[src/rtl/lianliankan_pkg.sv]
`timescale 1ns/1ps
// Shared definitions for the pushbutton front end: channel FSM states,
// direction indices and default timing constants at 100 MHz.
package lianliankan_pkg;

  typedef enum logic [2:0] {
    ST_RELEASED,
    ST_PRESS_DB,
    ST_HELD_DELAY,
    ST_HELD_REPEAT,
    ST_HELD_IDLE,
    ST_RELEASE_DB
  } btn_state_t;

  localparam int UP       = 0;
  localparam int DOWN     = 1;
  localparam int LEFT     = 2;
  localparam int RIGHT    = 3;
  localparam int NUM_DIRS = 4;

  // 5 ms debounce, 250 ms first repeat, 100 ms repeat period
  localparam int DEFAULT_DEBOUNCE_CYCLES = 500000;
  localparam int DEFAULT_REPEAT_DELAY    = 25000000;
  localparam int DEFAULT_REPEAT_PERIOD   = 10000000;

  function automatic int max3(input int a, input int b, input int c);
    int m;
    m = (a > b) ? a : b;
    return (m > c) ? m : c;
  endfunction

endpackage

[src/rtl/debounce_channel.sv]
`timescale 1ns/1ps
// One button channel: 2-flop synchronizer, debounce FSM and optional
// auto-repeat. The pulse output is combinational; the top registers it.
module debounce_channel
  import lianliankan_pkg::*;
#(
  parameter int DEBOUNCE_CYCLES = DEFAULT_DEBOUNCE_CYCLES,
  parameter int REPEAT_DELAY    = DEFAULT_REPEAT_DELAY,
  parameter int REPEAT_PERIOD   = DEFAULT_REPEAT_PERIOD,
  parameter bit REPEAT_EN       = 1'b1
) (
  input  logic clk,
  input  logic rst,
  input  logic raw,
  output logic pulse
);

  localparam int CNT_W = $clog2(max3(DEBOUNCE_CYCLES, REPEAT_DELAY, REPEAT_PERIOD)) + 1;

  localparam logic [CNT_W-1:0] CNT_ONE     = CNT_W'(1);
  localparam logic [CNT_W-1:0] DB_LAST     = CNT_W'(DEBOUNCE_CYCLES);
  localparam logic [CNT_W-1:0] DELAY_LAST  = CNT_W'(REPEAT_DELAY);
  localparam logic [CNT_W-1:0] PERIOD_LAST = CNT_W'(REPEAT_PERIOD);

  logic             sync_q1;
  logic             sync;
  btn_state_t       state;
  btn_state_t       state_nxt;
  logic [CNT_W-1:0] cnt;
  logic [CNT_W-1:0] cnt_nxt;

  always_ff @(posedge clk or negedge rst) begin
    if (!rst) begin
      sync_q1 <= 1'b0;
      sync    <= 1'b0;
    end else begin
      sync_q1 <= raw;
      sync    <= sync_q1;
    end
  end

  always_ff @(posedge clk or negedge rst) begin
    if (!rst) begin
      state <= ST_RELEASED;
      cnt   <= '0;
    end else begin
      state <= state_nxt;
      cnt   <= cnt_nxt;
    end
  end

  // A low level always wins over a compare hit, so a release never
  // coincides with a pulse.
  always_comb begin
    state_nxt = state;
    cnt_nxt   = cnt;
    pulse     = 1'b0;
    case (state)
      ST_RELEASED: begin
        if (sync) begin
          state_nxt = ST_PRESS_DB;
          cnt_nxt   = CNT_ONE;
        end
      end
      ST_PRESS_DB: begin
        if (!sync) begin
          state_nxt = ST_RELEASED;
          cnt_nxt   = '0;
        end else if (cnt == DB_LAST) begin
          state_nxt = REPEAT_EN ? ST_HELD_DELAY : ST_HELD_IDLE;
          cnt_nxt   = CNT_ONE;
          pulse     = 1'b1;
        end else begin
          cnt_nxt = cnt + CNT_ONE;
        end
      end
      ST_HELD_DELAY: begin
        if (!sync) begin
          state_nxt = ST_RELEASE_DB;
          cnt_nxt   = CNT_ONE;
        end else if (cnt == DELAY_LAST) begin
          state_nxt = ST_HELD_REPEAT;
          cnt_nxt   = CNT_ONE;
          pulse     = 1'b1;
        end else begin
          cnt_nxt = cnt + CNT_ONE;
        end
      end
      ST_HELD_REPEAT: begin
        if (!sync) begin
          state_nxt = ST_RELEASE_DB;
          cnt_nxt   = CNT_ONE;
        end else if (cnt == PERIOD_LAST) begin
          cnt_nxt = CNT_ONE;
          pulse   = 1'b1;
        end else begin
          cnt_nxt = cnt + CNT_ONE;
        end
      end
      ST_HELD_IDLE: begin
        if (!sync) begin
          state_nxt = ST_RELEASE_DB;
          cnt_nxt   = CNT_ONE;
        end
      end
      ST_RELEASE_DB: begin
        // A bounce back high resumes the hold silently
        if (sync) begin
          state_nxt = REPEAT_EN ? ST_HELD_REPEAT : ST_HELD_IDLE;
          cnt_nxt   = CNT_ONE;
        end else if (cnt == DB_LAST) begin
          state_nxt = ST_RELEASED;
          cnt_nxt   = '0;
        end else begin
          cnt_nxt = cnt + CNT_ONE;
        end
      end
      default: begin
        state_nxt = ST_RELEASED;
        cnt_nxt   = '0;
      end
    endcase
  end

endmodule

[src/rtl/button_pulser.sv]
`timescale 1ns/1ps
// Five-button input conditioner: four auto-repeating direction channels
// behind a fixed-priority arbiter plus a single-shot select channel.
module button_pulser
  import lianliankan_pkg::*;
#(
  parameter int DEBOUNCE_CYCLES = DEFAULT_DEBOUNCE_CYCLES,
  parameter int REPEAT_DELAY    = DEFAULT_REPEAT_DELAY,
  parameter int REPEAT_PERIOD   = DEFAULT_REPEAT_PERIOD
) (
  input  logic clk,
  input  logic rst,
  input  logic btn_up,
  input  logic btn_down,
  input  logic btn_left,
  input  logic btn_right,
  input  logic btn_s,
  output logic up,
  output logic down,
  output logic left,
  output logic right,
  output logic s
);

  logic [NUM_DIRS-1:0] dir_raw;
  logic [NUM_DIRS-1:0] dir_req;
  logic [NUM_DIRS-1:0] dir_grant;
  logic                s_req;

  assign dir_raw[UP]    = btn_up;
  assign dir_raw[DOWN]  = btn_down;
  assign dir_raw[LEFT]  = btn_left;
  assign dir_raw[RIGHT] = btn_right;

  for (genvar i = 0; i < NUM_DIRS; i++) begin : g_dir
    debounce_channel #(
      .DEBOUNCE_CYCLES (DEBOUNCE_CYCLES),
      .REPEAT_DELAY    (REPEAT_DELAY),
      .REPEAT_PERIOD   (REPEAT_PERIOD),
      .REPEAT_EN       (1'b1)
    ) u_dir (
      .clk   (clk),
      .rst   (rst),
      .raw   (dir_raw[i]),
      .pulse (dir_req[i])
    );
  end

  debounce_channel #(
    .DEBOUNCE_CYCLES (DEBOUNCE_CYCLES),
    .REPEAT_DELAY    (REPEAT_DELAY),
    .REPEAT_PERIOD   (REPEAT_PERIOD),
    .REPEAT_EN       (1'b0)
  ) u_sel (
    .clk   (clk),
    .rst   (rst),
    .raw   (btn_s),
    .pulse (s_req)
  );

  // Losing requests are dropped, never queued
  always_comb begin
    dir_grant = '0;
    if (dir_req[UP])         dir_grant[UP]    = 1'b1;
    else if (dir_req[DOWN])  dir_grant[DOWN]  = 1'b1;
    else if (dir_req[LEFT])  dir_grant[LEFT]  = 1'b1;
    else if (dir_req[RIGHT]) dir_grant[RIGHT] = 1'b1;
  end

  always_ff @(posedge clk or negedge rst) begin
    if (!rst) begin
      up    <= 1'b0;
      down  <= 1'b0;
      left  <= 1'b0;
      right <= 1'b0;
      s     <= 1'b0;
    end else begin
      up    <= dir_grant[UP];
      down  <= dir_grant[DOWN];
      left  <= dir_grant[LEFT];
      right <= dir_grant[RIGHT];
      s     <= s_req;
    end
  end

endmodule

[config.mk]
export PLATFORM = sky130hd
export DESIGN_NAME = button_pulser
export DESIGN_NICKNAME = d
export VERILOG_FILES = /design/src/rtl/lianliankan_pkg.sv /design/src/rtl/debounce_channel.sv /design/src/rtl/button_pulser.sv
export SDC_FILE = /design/constraint.sdc
export NUM_CORES = 1
export LEC_CHECK = 0
export BUFFER_PORTS_ARGS = -buffer_cell sky130_fd_sc_hd__buf_4
export CAP_MARGIN = 0
export CORE_MARGIN = 2
export CORE_UTILIZATION = 49
export CTS_BUF_LIST = sky130_fd_sc_hd__clkbuf_16
export DETAILED_ROUTE_END_ITERATION = 12
export GPL_TIMING_DRIVEN = 0
export PLACE_DENSITY_LB_ADDON = 0.1
export SLEW_MARGIN = 10
export SYNTH_ARGS = -nofsm -noshare
export SYNTH_HDL_FRONTEND = slang
export SYNTH_SLANG_ARGS = --single-unit
[constraint.sdc]
create_clock -name clk -period 3.5 [get_ports clk]
set_input_delay 0 -clock clk [delete_from_list [all_inputs] [get_ports clk]]
set_output_delay 0 -clock clk [all_outputs]
set_load 0.01 [all_outputs]
; Word-level counts from Yosys, hierarchy flattened
; Index checks and enable logic that the tools add are counted.
[word_totals]
register_bits = 160
in_bits = 7
out_inout_bits = 5
elab_cells = 262
[op_classes]
n_addsub = 5
eq_ne = 70
n_mux = 142
reduce_logical = 20
[ops]
columns = operator, n
row1 = 26-bit 2-to-1 mux, 50
row2 = 26-bit one-hot mux with 6 select lines, 5
row3 = 26-bit by 1-bit adder with 26-bit output (second input constant), 5
row4 = 26-bit by 19-bit == test with 1-bit output (second input constant), 5
row5 = 26-bit by 24-bit == test with 1-bit output (second input constant), 5
row6 = 26-bit by 25-bit == test with 1-bit output (second input constant), 5
row7 = 3-bit 2-to-1 mux, 41
row8 = 3-bit one-hot mux with 5 select lines, 5
row9 = 1-bit 2-to-1 mux, 35
row10 = 3-bit by 2-bit == test with 1-bit output (second input constant), 10
row11 = 3-bit == test (second input constant), 10
row12 = 3-bit != test (second input constant), 10
row13 = 5-bit AND reduction, 5
row14 = 2-bit != test (second input constant), 10
row15 = 3-bit by 1-bit == test with 1-bit output (second input constant), 5
row16 = 3-bit logical NOT, 5
row17 = 3-bit by 1-bit != test with 1-bit output (second input constant), 5
row18 = 1-bit one-hot mux with 3 select lines, 5
row19 = 2-bit by 1-bit != test with 1-bit output (second input constant), 5
row20 = 2-bit AND reduction, 5
row21 = 2-bit OR reduction, 5
row22 = 2-bit 2-to-1 mux, 1

; Longest topological paths before layout
[depth]
word_depth = 8
mapped_depth = 10
ltp_nobuf = 8

; Hierarchy
; From an unflattened synthesis, not the netlist that was laid out.
[unflattened]
hier_cells = 1100
hier_area_um2 = 9830.7
[by_module_without_submodules]
columns = mod, instances, cells_per_inst, area_per_inst_um2, seq_area_each_um2
row1 = debounce_channel (g_dir[2].u_dir ...), 2, 219, 1930.6, 775.7
row2 = debounce_channel (g_dir[1].u_dir), 1, 224, 2004.4, 775.7
row3 = debounce_channel (u_sel), 1, 214, 1920.6, 775.7
row4 = debounce_channel (g_dir[0].u_dir), 1, 216, 1890.6, 775.7
row5 = button_pulser, 1, 8, 153.9, 125.1

; Least setup slack after synthesis
; No wires, ideal clock.
[synth_timing]
kind = register to register
from = register g_dir[0].u_dir.cnt[0]
to = register g_dir[0].u_dir.state[0]
setup_time_ps = 123
t_arrival_ps = 2499
required_ps = 3377
slack_ps = 878
path_stages_with_launch = 9
path_buffers = 0
period_less_slack_ps = 2622
cell_sequence = dfrtp_1 > inv_1 > ha_1 > or4b_1 > or4_4 > nor3_4 > nand2_2 > maj3_2 > o221a_1
[synth_via]
elab_chain_len = 3
elab_cells_between_ends = 6
cone_classes = eq/ne: 5 / reduce/logical: 1
[synth_lines]
columns = item, line
row1 = from (decl), debounce_channel.sv:29  ; logic [CNT_W-1:0] cnt;
row2 = from (signal assigned), debounce_channel.sv:48  ; cnt <= cnt_nxt;
row3 = 26-bit by 19-bit == test with 1-bit output or 26-bit by 25-bit == test with 1-bit output (tied branches), "debounce_channel.sv:69, debounce_channel.sv:111, debounce_channel.sv:81"
row4 = 3-bit by 1-bit != test with 1-bit output (no line) or 3-bit != test (tied branches), -
row5 = 5-bit AND reduction (no line) (*), -
row6 = to (signal assigned), debounce_channel.sv:47  ; state <= state_nxt;
row7 = to (decl), debounce_channel.sv:27  ; btn_state_t state;
; Mark *: on every way between the ends. The rest lies on a longest branch, timed or not.
; A chain may end at the register's enable or synchronous reset.

; Worst setup path in the final report
[layout_timing]
from = register u_sel.cnt[22]
to = register u_sel.cnt[11]
[layout_via]
elab_chain_len = 4
elab_cells_between_ends = 12
cone_classes = eq/ne: 3 / mux: 9
[layout_lines]
columns = item, line
row1 = from (decl), debounce_channel.sv:29
row2 = from (signal assigned), debounce_channel.sv:48
row3 = 26-bit by 19-bit == test with 1-bit output (tied with other cells), "debounce_channel.sv:69, debounce_channel.sv:111"
row4 = "26-bit 2-to-1 mux, on equally long branches (2 in series)", -
row5 = 26-bit one-hot mux with 6 select lines (*), debounce_channel.sv:58  ; case (state)
; Marked as above.

==> results.cfg <==
[run_status]
outcome = finished clean

[finish]
areaGrowthSynthToFinish_pct = 11.5
instances_no_fill = 1342
postLayoutCellArea_sq_um = 10400
layout-drive-gt1-share_pct = 6.14
nets = 1112
final_core_util_pct = 55.6
antenna_cells = 0

[detailed_routing]
drc_errors = 0
vias = 7967
dr.pass1.iters = 5
viasPerCell = 5.94
drtIter0Drc = 607
ant_nets = 0
post_drt_wl_per_cell_microns = 16.1
routed_wl_microns = 21600

[global_routing]
grt_pass1_wl_microns = 37900
grtUsageTotal_pct = 23.0
grt_max_degree = 93
grt_overflow = 0
antenna_found_initial = 0
grt_pass1_vias = 7669

[timing]
finalCriticalPeriod_ps = 3130
post-route-period-util_pct = 89.5
setup_tns_ps = 0
tightestPinTransition_ps = 1110
finalHoldViolCount = 0
slew_headroom_pct = 25.3
grt_setup_unrepaired = false
max_clock_freq_mhz = 319
finalSetupViolations = 0
slew_violations = 0
clock_skew_ps = 10.5

[pwr]
switching_share_pct = 23.9
p_total_mw = 4.04
powerDensity_nw_per_um2 = 389
p_sw_mw = 0.966
power.internal_mw = 3.07
ir_worst_vdd_v = 0.000313
clockPowerShare_pct = 46.9
p_leak_nw = 4.10
pwr-share-comb_pct = 6.2
seq_power_share_pct = 47.0

[synthesis]
synth_top_area_share_pct = 43.1
ys_seq_elements = 160
synth_nets = 1075
yosysMostFrequentCell = dfrtp_1
syn-mean-instance-area_sq_um = 8.79
synthArstFlopShare_pct = 100
synth_top_area_cell = dfrtp_1
synthCells = 1058
synthesis.area_sq_um = 9300
yosysSeqAreaShare_pct = 43.1
yosysUniqueCellTypes = 75
synth_common_cells = dfrtp_1 (160), nor2_1 (152), nand2_1 (105)
yosys_warnings = 0
ys.flop_type = dfrtp_1
synth_edf_count = 0
synthTopCellsByArea = dfrtp_1 (43%), nor2_1 (6.1%), xor2_1 (5.1%)

[worst_setup_path]
r2r_slack_ps = 370
critPathCapture = u_sel.cnt[11]
critical_path_class = flop to flop
startpoint_type = flop
timing.rr.start = u_sel.cnt[22]
startpoint = u_sel.cnt[22]
end_kind = flop
crit_required_ps = 3810
reg2reg_depth = 7
r2r_end = u_sel.cnt[11]
critPathMaxFanout = 10
crit_arrival_ps = 3450

[floorplan]
die_h_microns = 142
rows = 50
ios = 12
die_x_microns = 142
start_util_pct = 49.9
dieArea_sq_um = 20100
fp.coreArea_sq_um = 18600

[clock_network]
htreeDepth = 4
root_buffer = clkbuf_16
cts_buffer_depth = 2
clk_pin_slew_worst_paths_ps = 60
cts.sink_count = 160
cts_tree = yes
cts_inserted_buffers = 17
worstSkewPairLatency_ps = 430

[job]
cap_viol_max_count = 0

[placed_design]
placedCellCount = 1304
place_area_sq_um = 9710
dp_hpwl_microns = 15200
io_buffer_count = 11
gp_congestion = 0.882

[hold_path]
hold_path_class = input port to asynchronous set/reset pin
==> timing repair <==
item / in CTS / in global routing
resized for setup: 0 / 1
endpoints found under the setup margin: 0 / 3
hold buffers: 6 / 0
hold endpoints to repair: 73 / 0
setup buffers: 0 / 0
==> state kept, by name, summed over array words and instances, names as in the netlist <==
name                 flops
g_dir.u_dir.cnt        104
u_sel.cnt               26
g_dir.u_dir.state       12
g_dir.u_dir.sync         4
g_dir.u_dir.sync_q1      4
u_sel.state              3
down                     1
left                     1
right                    1
s                        1
u_sel.sync               1
u_sel.sync_q1            1
up                       1
==> worst min path at each step <==
stage	start	end	slack, ps	depth (start not counted)
floorplan	rst	down	-300	0
global placement	btn_left	g_dir[2].u_dir.sync_q1	110	1
detailed placement	rst	g_dir[0].u_dir.cnt[4]	-8	1
CTS	rst	g_dir[0].u_dir.cnt[2]	130	2
global route	rst	g_dir[0].u_dir.cnt[5]	170	2
finish	rst	g_dir[0].u_dir.cnt[5]	110	2
==> critical path, cell delays in order, from the launching register on <==
cell and delay, ps:
dfrtp_1 450, nor4_1 540, nand4_1 130, o311ai_0 520, o22ai_1 250, nor3_1 700, buf_2 350, nor2_1 70
==> power groups by stage <==
| stage | clock (mW) | sequential, mW | combinational (mW) |
|---|---|---|---|
| 6_report | 1.89 | 1.90 | 0.249 |
| 5_1_grt | 2.02 | 1.90 | 0.284 |
| 4_1_cts | 1.94 | 1.90 | 0.252 |
| 3_5_place_dp | 0 | 1.93 | 0.245 |
| 3_3_place_gp | 0 | 1.93 | 0.238 |
| 2_1_floorplan | 0 | 1.92 | 0.151 |
==> area by class of cell <==
class                      instances  area, sq um
multi-input combinational        822         5000
clock buffer                      17          425
fill                            1751         8270
tap                              234          293
sequential                       160         4000
buffer                            43          175
timing repair buffer              18          178
clock inverter                    15          170
inverter                          33          124
==> through the flow <==
stage          worst slack [ps]  hold WS (ps)
6_report                    366           107
5_1_grt                     116           173
4_1_cts                     389           134
3_5_place_dp                413         -8.49
3_3_place_gp                407           109
2_1_floorplan               878          -296
==> layer usage <==
layer  track usage [%]  part of all wire [%]  routed length [microns]
met1              32.6                    48                    10400
met2              36.6                    47                    10200
met3              3.71                   3.5                      756
met4              6.58                   1.4                      308
met5                 0                     0                        0
==> cell usage in the layout (no fill, tap or decap), types with 5 or more instances in the layout <==
master and instances:
nand3_1 48, and2_1 11, o211ai_1 6, nor2b_1 9, xnor2_1 38, a31oi_1 13
o311ai_0 6, ha_1 10, nor4b_1 11, inv_1 35, nor2_1 152, nand4_1 51
o31ai_1 7, xor2_1 54, nor4_1 20, and3_1 19, or3_1 11, buf_4 10
a22o_1 8, dlygate4sd3_1 6, clkinvlp_4 5, buf_2 5, or2_2 8, clkbuf_16 17
nor4bb_1 9, nor3b_1 5, o21ai_0 46, nor3_1 40, nand2_1 105, a21oi_1 25
dfrtp_1 160, nand4b_1 7, and4_1 16, o22ai_1 14, clkbuf_1 37
==> cell families (layout without fill, tap and decap cells) <==
| group | count (synthesis) | count (layout) | share of synthesized area (%) |
|---|---|---|---|
| buffers and inverters | 76 | 126 | 3.22 |
| muxes | 5 | 5 | 0.552 |
| DFF | 160 | 160 | 43.1 |
| and+or+nand+nor | 546 | 546 | 30.8 |
| AOI/OAI and AO/OA | 166 | 166 | 12.0 |
| adders and majority gates | 13 | 13 | 1.68 |
| xor gates and xnor gates | 92 | 92 | 8.67 |
No activity file was read; power rests on OpenSTA's default activity.
